==> src/rtl/dct_row_butterfly_seq.sv <==
// Row-level first butterfly stage of an 8-point DCT: buffers one row of eight
// samples, then streams the four (x[i]+x[7-i], x[i]-x[7-i]) pairs downstream.
module dct_row_butterfly_seq #(
  parameter int WIDTH = 8
) (
  input  logic                    Clk,
  input  logic                    Rst,
  input  logic signed [WIDTH-2:0] Data_In,
  input  logic                    Valid_In,
  output logic                    Ready_In,
  output logic signed [WIDTH-1:0] Data_Add,
  output logic signed [WIDTH-1:0] Data_Sub,
  output logic [1:0]              Sele,
  output logic                    Valid_Out,
  input  logic                    Ready_Out,
  output logic [2:0]              Row_Cnt,
  output logic                    Row_Done,
  output logic                    Block_Done,
  output logic                    Dbg_State
);

  // Handshake: a beat moves on a rising edge only when valid and ready are both
  // high; while valid is high and ready is low the sender holds its data stable.

  typedef enum logic {LOAD = 1'b0, PROC = 1'b1} state_t;

  state_t                  state, state_nxt;
  logic signed [WIDTH-2:0] buf_q [8];
  logic [2:0]              load_cnt;
  logic [1:0]              sele_q;
  logic [2:0]              row_cnt_q;
  logic signed [WIDTH-1:0] add_hold, sub_hold;
  logic signed [WIDTH-1:0] lo_ext, hi_ext, add_calc, sub_calc;
  logic [2:0]              lo_idx, hi_idx;
  logic                    accept, xfer, last_pair;
  logic                    row_done_q, block_done_q;

  always_comb begin
    accept    = (state == LOAD) && Valid_In;
    xfer      = (state == PROC) && Ready_Out;
    last_pair = xfer && (sele_q == 2'd3);
    state_nxt = state;
    case (state)
      LOAD:    if (accept && load_cnt == 3'd7) state_nxt = PROC;
      PROC:    if (last_pair)                  state_nxt = LOAD;
      default: state_nxt = LOAD;
    endcase
  end

  // Both operands are sign-extended by one bit, so the sum/difference always fits.
  always_comb begin
    lo_idx   = {1'b0, sele_q};
    hi_idx   = 3'd7 - lo_idx;
    lo_ext   = {buf_q[lo_idx][WIDTH-2], buf_q[lo_idx]};
    hi_ext   = {buf_q[hi_idx][WIDTH-2], buf_q[hi_idx]};
    add_calc = lo_ext + hi_ext;
    sub_calc = lo_ext - hi_ext;
  end

  always_ff @(posedge Clk) begin
    if (Rst) begin
      state        <= LOAD;
      load_cnt     <= '0;
      sele_q       <= '0;
      row_cnt_q    <= '0;
      add_hold     <= '0;
      sub_hold     <= '0;
      row_done_q   <= 1'b0;
      block_done_q <= 1'b0;
      for (int i = 0; i < 8; i++) buf_q[i] <= '0;
    end else begin
      state        <= state_nxt;
      row_done_q   <= last_pair;
      block_done_q <= last_pair && (row_cnt_q == 3'd7);
      if (accept) begin
        buf_q[load_cnt] <= Data_In;
        load_cnt        <= load_cnt + 3'd1;
      end
      if (xfer) begin
        add_hold <= add_calc;
        sub_hold <= sub_calc;
        sele_q   <= sele_q + 2'd1;
      end
      if (last_pair) row_cnt_q <= row_cnt_q + 3'd1;
    end
  end

  // The buffer is refilled during LOAD, so the last pair is replayed from the hold registers.
  always_comb begin
    Ready_In   = (state == LOAD);
    Valid_Out  = (state == PROC);
    Data_Add   = (state == PROC) ? add_calc : add_hold;
    Data_Sub   = (state == PROC) ? sub_calc : sub_hold;
    Sele       = sele_q;
    Row_Cnt    = row_cnt_q;
    Row_Done   = row_done_q;
    Block_Done = block_done_q;
    Dbg_State  = state;
  end

endmodule

==> config.mk <==
export PLATFORM = sky130hd
export DESIGN_NAME = dct_row_butterfly_seq
export DESIGN_NICKNAME = d
export VERILOG_FILES = /design/src/rtl/dct_row_butterfly_seq.sv
export SDC_FILE = /design/constraint.sdc
export NUM_CORES = 1
export LEC_CHECK = 0
export ABC_AREA = 1
export CAP_MARGIN = 15
export CELL_PAD_IN_SITES_DETAIL_PLACEMENT = 1
export CELL_PAD_IN_SITES_GLOBAL_PLACEMENT = 1
export CORE_MARGIN = 2
export CORE_UTILIZATION = 44
export DETAILED_ROUTE_END_ITERATION = 16
export PLACE_DENSITY_LB_ADDON = 0.1
export SYNTH_ARGS = -nofsm -noshare
export SYNTH_HDL_FRONTEND = slang
export SYNTH_SLANG_ARGS = --single-unit
==> constraint.sdc <==
create_clock -name Clk -period 2.8 [get_ports Clk]
set_input_delay 0.28 -clock Clk [delete_from_list [all_inputs] [get_ports Clk]]
set_output_delay 0.28 -clock Clk [all_outputs]
set_load 0.02 [all_outputs]
==> impl_results.md, run 1 <==
- Maximum root-to-sink buffer count: 2
- Max-cap viol count: 0
- Via/cell ratio: 5.300
- Period minus WS final: 2921 ps
- Max-slew violations: 0
- Run status: complete, but fails checks
- Critical path class: flop to output port
- Remaining global-route overflow: 0
- Initial DRC Count: 150
- Setup crit start kind: flop
- Post-cts hold buffer count: 0
- Worst hold path stage count: 2
- Filler cell count: ~1200
- Clock Root Buffer: clkbuf_8
- Hold path start: sub_hold[1]
- Clk pin slew, worst setup/hold paths: around 90 ps
- Global-route usage over all layers: 0.2423
- Initial antenna violation count: 0
- Placed Cells: 707
- Sequential area share after synthesis: 0.5013
- Mapped Avg Cell Area: 8.652 um^2
- Final nets: 635
- Leak: around 2.6 nW
- Slew margin rel.: 0.6575
- Routing usage on met1: 0.2807
- Die ar.: 0.01099 mm^2
- Multi-input gate area: 0.002181 mm^2
- Worst slew pin tran: 512.2 ps
- Final cell count without fillers: 741
- Util after Layout: 0.5963
- CP max stage cell: fa_2
- Layout cells sized above 1: 0.3224
- Die Ht: 104.8 um
- Post-DRT Antenna Nets: 0
- DRC viols: 0
- Yosys cell types: 33
- HP Class: flop to flop
- I/O pin total: 37
- Peak fanout along the critical path: 3
- Largest stage delay, worst path: about 400 ps
- Final setup viols: 8
- Final TNS setup: -497.0 ps
- Vias in the first global route: about 4200
- Top Usage Layer GRT: met2
- RSZ-0062 raised after global routing: yes
- CTS tree: done
- Largest net degree at the start of global routing: 25
- CP Cell Sequence: buf_6 > nand2_2 > a32oi_2 > ha_2 > inv_2 > fa_2 > inv_2 > buf_4 > nand4_1 > nand3_1 > nand2_1 > nand3_2 > o21ai_2 > buf_6
- Fmax: between 300 and 400 MHz
- Number of synthesized flops with an enable pin: 56
- Number of synthesized register bits: 84
- Asr flop ratio synth: 0
- Synth Flop Type: edfxtp_1
- Clock Sinks: 84
- HPWL Detailed: 9097 um
- Final Hold Violating Endpoints: 0
- Mapped Cells: 517
- Syn-to-layout area delta: 30.91%
- M2 GR Usage: 0.4392
- Final setup margin: -120.5 ps
- Setup Skew: between 10 and 15 ps
- CP Capture Type: output port
- Worst path arrival time: about 2600 ps
- Met3 usage: 0.03556
- Via Count: about 4000
- Post-Route WL: between 10000 and 15000 um
- Inserted Clock Buffers: 9
- Detailed Routing Iterations Pass 1: 4
- Violated checks: setup timing
- Wire length of the first global-routing pass: 20710 um
- YS warnings: 0
- Storage element area: 0.002250 mm^2
- Max VDD drop: 0.3033 mV
- Tcrit/Tclk final: 1.043
- Core ar.: 0.009819 mm^2
- Syn nets: 549
- Pwr/cell area: 459.2 mW/mm^2
- Final GP Congestion: 0.8580
- Clk_lat worst skew: 370 ps
- R2r worst-path depth: 15
- Syn Std Cell Area: 0.004473 mm^2
- Die Span X: 104.8 um
- Std cell rows: 36
- Antenna Cells: 0
- Starting Density: 0.4555
- Worst endpoint required time: around 2500 ps
- Hold EP: sub_hold[1]
- H-tree levels: 3
- Wire per inst: 18.38 um
- Reg-to-Reg End: add_hold[4]
- Pre-CTS setup slack: -333.7 ps
- IO Port Bufs: 36
- Overall Power: about 2.7 mW
- R2R setup slack: 500 ps
-- flip-flops by register name, indices dropped and copies added, names as in the netlist, named ones only --
register and flops:
Block_Done 1, Dbg_State 1, Row_Cnt 3, Row_Done 1, Sele 2, add_hold 7, buf_q 56, load_cnt 3
sub_hold 8
-- worst max path at each step --
stage	slack, ps	cells after the start	start	endpoint
after floorplan	120	11	Sele[0]	Data_Sub[4]
after global placement	-250	15	Sele[0]	Data_Sub[7]
after detailed placement	-330	14	Sele[0]	Data_Add[6]
after CTS	-60	14	flop	Data_Add[6]
after global routing	-300	14	flop	Data_Add[6]
final	-120	14	flop	Data_Add[6]
-- kinds of logic after synthesis --
kind of cell,synth area share
xor gates and xnor gates,0.009790
adders and majority gates,0.06210
DFF,0.5013
and+or+nand+nor,0.2269
buffers and inverters,0.08783
AOI/OAI and AO/OA,0.1122
-- stage by stage --
step           instance area, um^2  hold WS, ps
5_1_grt                       5856        494.5
4_1_cts                       5573        458.8
2_1_floorplan                 4473        423.8
3_5_place_dp                  5194        445.7
3_3_place_gp                  5194        436.4
6_report                      5856        466.7
-- timing repair --
item                       4_1_cts  5_1_grt
setup endpoints to repair       16       16
hold endpoints to repair         0        0
gates cloned                     1        1
gates resized for setup        117       75
setup buffers                    7        9
pin swaps                       19       39
-- worst max-delay path: cells and delay by family (launching register included) --
kind | cells | cell delay [ps]
compound gates | 2 | 320
fa+ha+maj | 2 | 650
buf+inv | 5 | 480
flops | 1 | 370
simple gates | 5 | 450
-- cells in the final DEF, fill, tap and decap left out, types with 3 or more instances in the layout --
master and n:
a21oi_1 27, a21oi_2 4, a32oi_2 7, buf_12 3
buf_2 4, buf_4 59, buf_6 3, clkbuf_8 9
clkdlybuf4s50_1 20, dfxtp_1 24, dfxtp_2 3, edfxtp_1 56
ha_1 12, ha_4 6, inv_1 43, inv_2 19
inv_4 5, nand2_1 76, nand2_2 23, nand2_4 8
nand3_1 21, nand3_2 11, nor2_1 79, nor2_2 4
nor2_4 3, o21ai_0 25, o21ai_1 12, o22ai_2 4
xor2_2 3
-- Yosys cell counts (7+ instances only) --
cell,n,area share
a21oi_1,31,0.035
a32oi_1,8,0.016
dfxtp_1,28,0.13
edfxtp_1,56,0.38
ha_1,19,0.053
inv_1,59,0.050
inv_2,7,0.0059
nand2_1,97,0.081
nand3_1,29,0.032
nor2_1,83,0.070
o21ai_0,38,0.043
-- power breakdown --
group	total [mW]	switching, mW	internal [mW]
Clock	0.792	0.471	0.321
Sequential	1.38	0.0199	1.36
Combinational	0.513	0.309	0.204
-- final cells by class --
type / count / area share
sequential: 84 / 0.3842
multi-input combinational: 346 / 0.3724
timing repair buffer: 94 / 0.1395
inverter: 67 / 0.04594
tap: 133 / 0.02842
clock buffer: 10 / 0.02179
clock inverter: 6 / 0.006624
timing repair inverter: 1 / 0.001068
-- routing by layer --
layer  vias to the layer above  wire length [um]
met5                         -                 0
met4                         0               471
met3                        35               399
met2                        76              7152
met1                      1947              5597
li1                       1869                 -
Power figures use the tool's default switching activity.
==> run 2: changes to the inputs <==
--- a/config.mk
+++ b/config.mk
@@ -7,10 +7,11 @@
 export LEC_CHECK = 0
 export ABC_AREA = 1
 export CAP_MARGIN = 15
-export CELL_PAD_IN_SITES_DETAIL_PLACEMENT = 1
-export CELL_PAD_IN_SITES_GLOBAL_PLACEMENT = 1
+export CELL_PAD_IN_SITES_DETAIL_PLACEMENT = 2
+export CELL_PAD_IN_SITES_GLOBAL_PLACEMENT = 2
+export CORE_ASPECT_RATIO = 0.75
 export CORE_MARGIN = 2
-export CORE_UTILIZATION = 44
+export CORE_UTILIZATION = 36
 export DETAILED_ROUTE_END_ITERATION = 16
 export PLACE_DENSITY_LB_ADDON = 0.1
 export SYNTH_ARGS = -nofsm -noshare
==> run 2 against run 1 <==
Against the previous run: the flow still finishes with violations (setup timing); global-route usage increased by 2.7 points; sequential share of layout area decreased by 3.5 points; fmax decreased by 11%; setup slack got worse by 360 ps; wire length increased by 63%; flip-flop and latch count unchanged; critical endpoint unchanged; cell area increased by 10%; clock power increased by 64%; combinational power increased by 38%; power increased by 26%.
==> impl_results.md, run 2 (synthesized netlist as in run 1, its figures left out) <==
- Final Hold Violating Endpoints: 0 (unchanged)
- CTS tree: done (unchanged)
- Worst path arrival time: 3000 ps (was 2640 ps)
- Final setup margin: -477.6 ps (was -120.5 ps)
- Period minus WS final: 3278 ps (was 2921 ps)
- CP max stage cell: dfxtp_4 (was fa_2)
- Initial DRC Count: 278 (was 150)
- WP depth: 14 (unchanged)
- Max VDD drop: 0.3681 mV (was 0.3033 mV)
- Run status: complete, but fails checks (unchanged)
- Crit Reg-Reg Startpoint: Sele[0]
- Final setup viols: 13 (was 8)
- I/O pin total: 37 (unchanged)
- Die ar.: 0.01334 mm^2 (was 0.01099 mm^2)
- Starting Density: 0.3661 (was 0.4555)
- Vias in the first global route: 4549 (was 4166)
- Setup Skew: 12.06 ps (was 10.37 ps)
- Worst hold path stage count: 2 (unchanged)
- Tcrit/Tclk final: 1.171 (was 1.043)
- H-tree levels: 3 (unchanged)
- Core ar.: 0.01222 mm^2 (was 0.009819 mm^2)
- Clk_lat worst skew: 370 ps (about the same)
- Die Span X: 132.7 um (was 104.8 um)
- Beginning of the critical path: Sele[1]
- Most common cell on crit path: buf_4
- Clk pin slew, worst setup/hold paths: 70 ps (was 90 ps)
- Syn-to-layout area delta: 44.31% (was 30.91%)
- Worst slew pin tran: 493.6 ps (was 512.2 ps)
- Post-cts hold buffer count: 0 (unchanged)
- CP Capture Point: Data_Add[6] (unchanged)
- R2r worst-path depth: 15 (unchanged)
- Clock Sinks: 84 (unchanged)
- Die Ht: 100.5 um (was 104.8 um)
- Post-DRT Antenna Nets: 0 (unchanged)
- Max reg flops: 56 (unchanged)
- R2R setup slack: 160 ps (was 500 ps)
- Layout cells sized above 1: 0.3857 (was 0.3224)
- Leak: 2.845 nW (was 2.607 nW)
- DRC viols: 0 (unchanged)
- Final TNS setup: -2743 ps (was -497.0 ps)
- Largest net degree at the start of global routing: 25 (unchanged)
- Most common cell after layout, fill and taps aside: nor2_1 (unchanged)
- Std cell rows: 35 (was 36)
- Via Count: 4305 (was 3927)
- Post-Route WL: 22170 um (was 13620 um)
- Clock Root Buffer: clkbuf_16 (was clkbuf_8)
- Buf/Inv on CP: 5 (unchanged)
- Hold path start: sub_hold[1] (unchanged)
- Top Family by Delay on Critical Path: simple AND/OR/NAND/NOR gates (was adder cells)
- Via/cell ratio: 5.408 (was 5.300)
- CP Cell Sequence: inv_4 > buf_4 > a21oi_1 > a32oi_2 > inv_2 > ha_4 > buf_4 > nor2_4 > nand4_1 > nand3_2 > nand2_1 > nand3_1 > o21ai_0 > buf_2 (was buf_6 > nand2_2 > a32oi_2 > ha_2 > inv_2 > fa_2 > inv_2 > buf_4 > nand4_1 > nand3_1 > nand2_1 > nand3_2 > o21ai_2 > buf_6)
- Wire length of the first global-routing pass: 26700 um (was 20710 um)
- HPWL Detailed: 10670 um (was 9097 um)
- Detailed Routing Iterations Pass 1: 4 (unchanged)
- Biggest regs: buf_q x56, sub_hold x8, add_hold x7 (unchanged)
- Most flops, register: buf_q (unchanged)
- Largest stage delay, worst path: 380 ps (was 400 ps)
- Antenna Cells: 0 (unchanged)
- Fmax: 305.1 MHz (was 342.4 MHz)
- Max-cap viol count: 0 (unchanged)
- CP Capture Type: output port (unchanged)
- Global-route usage over all layers: 0.2695 (was 0.2423)
- Worst endpoint required time: 2520 ps (about the same)
- Inserted Clock Buffers: 9 (unchanged)
- Final cell count without fillers: 796 (was 741)
- Initial antenna violation count: 0 (unchanged)
- Final nets: 657 (was 635)
- Slew margin rel.: 0.6702 (was 0.6575)
- RSZ-0062 raised after global routing: yes (unchanged)
- Final GP Congestion: 0.8270 (was 0.8580)
- Max-slew violations: 0 (unchanged)
- Most frequent cells in the layout: 78 x nor2_1, 76 x buf_4, 66 x nand2_1 (was 79 x nor2_1, 76 x nand2_1, 59 x buf_4)
- Setup crit start kind: flop (unchanged)
- Peak fanout along the critical path: 10 (was 3)
- Violated checks: setup timing (unchanged)
- HP Class: flop to flop (unchanged)
- Critical path class: flop to output port (unchanged)
- Reg-to-Reg End: sub_hold[4] (was add_hold[4])
- Maximum root-to-sink buffer count: 2 (unchanged)
- Pwr/cell area: 525.9 mW/mm^2 (was 459.2 mW/mm^2)
- Remaining global-route overflow: 0 (unchanged)
- Placed Cells: 743 (was 707)
- Wire per inst: 27.85 um (was 18.38 um)
- IO Port Bufs: 36 (unchanged)
-- run 2: changes by cell type in the layout (fill, tap and decap cells not counted), moves of 5 or more --
cell,delta
nand2_4,+6
nand2_1,-10
buf_4,+17
clkbuf_16,+9
buf_6,+5
clkbuf_8,-9
-- run 2: worst min path at each step --
stage	slack, ps	end
floorplan	420	sub_hold[1]
detailed placement	470	sub_hold[1]
global route	530	sub_hold[1]
global placement	430	sub_hold[1]
finish	500	sub_hold[1]
CTS	480	sub_hold[1]
-- run 2: what timing repair did --
action | in CTS | in global routing
endpoints found under the hold margin | 0 | 0
resized for setup | 134 | 118
setup endpoints to repair | 16 | 16
gates cloned | 0 | 1
pin swaps | 14 | 41
buffers inserted | 10 | 28
-- run 2: layout make-up --
class | instances | area (um^2)
tap | 166 | 207.7
sequential | 84 | 2253
clock inverter | 7 | 72.57
clock buffer | 9 | 225.2
timing repair buffer | 117 | 1006
inverter | 67 | 276.5
fill | 1238 | 5763
multi-input combinational | 346 | 2414
-- run 2: report_power, final --
group,switching (mW),internal [mW],leakage [nW]
Combinational,0.422,0.285,1.89
Clock,0.600,0.697,0.144
Sequential,0.0267,1.36,0.807
-- run 2: through the flow --
step / hold WS, ps / worst slack, ps / cell area [um^2] / total power [mW] / utilization
4_1_cts: 476.7 / -139.4 / 5848 / 3.146 / 0.4786
6_report: 501.4 / -477.6 / 6455 / 3.395 / 0.5283
5_1_grt: 526.3 / -569.4 / 6455 / 3.469 / 0.5283
3_3_place_gp: 434.4 / -310.8 / 5258 / 1.797 / 0.4303
3_5_place_dp: 467.4 / -450.2 / 5258 / 1.825 / 0.4303
2_1_floorplan: 423.8 / 122.4 / 4473 / 1.649 / -
-- run 2: metal layers --
| layer | track usage | vias up | share of wire |
|---|---|---|---|
| met5 | 0 | - | 0 |
| met1 | 0.3266 | 2202 | 0.40 |
| met2 | 0.4723 | 126 | 0.52 |
| met3 | 0.04776 | 49 | 0.045 |
| li1 | - | 1928 | - |
| met4 | 0.1249 | 0 | 0.036 |
-- run 2: worst min-delay path, cell delays in order (launching register included) --
cell	delay [ps]
dfxtp_1	300
inv_1	80
a21oi_1	70
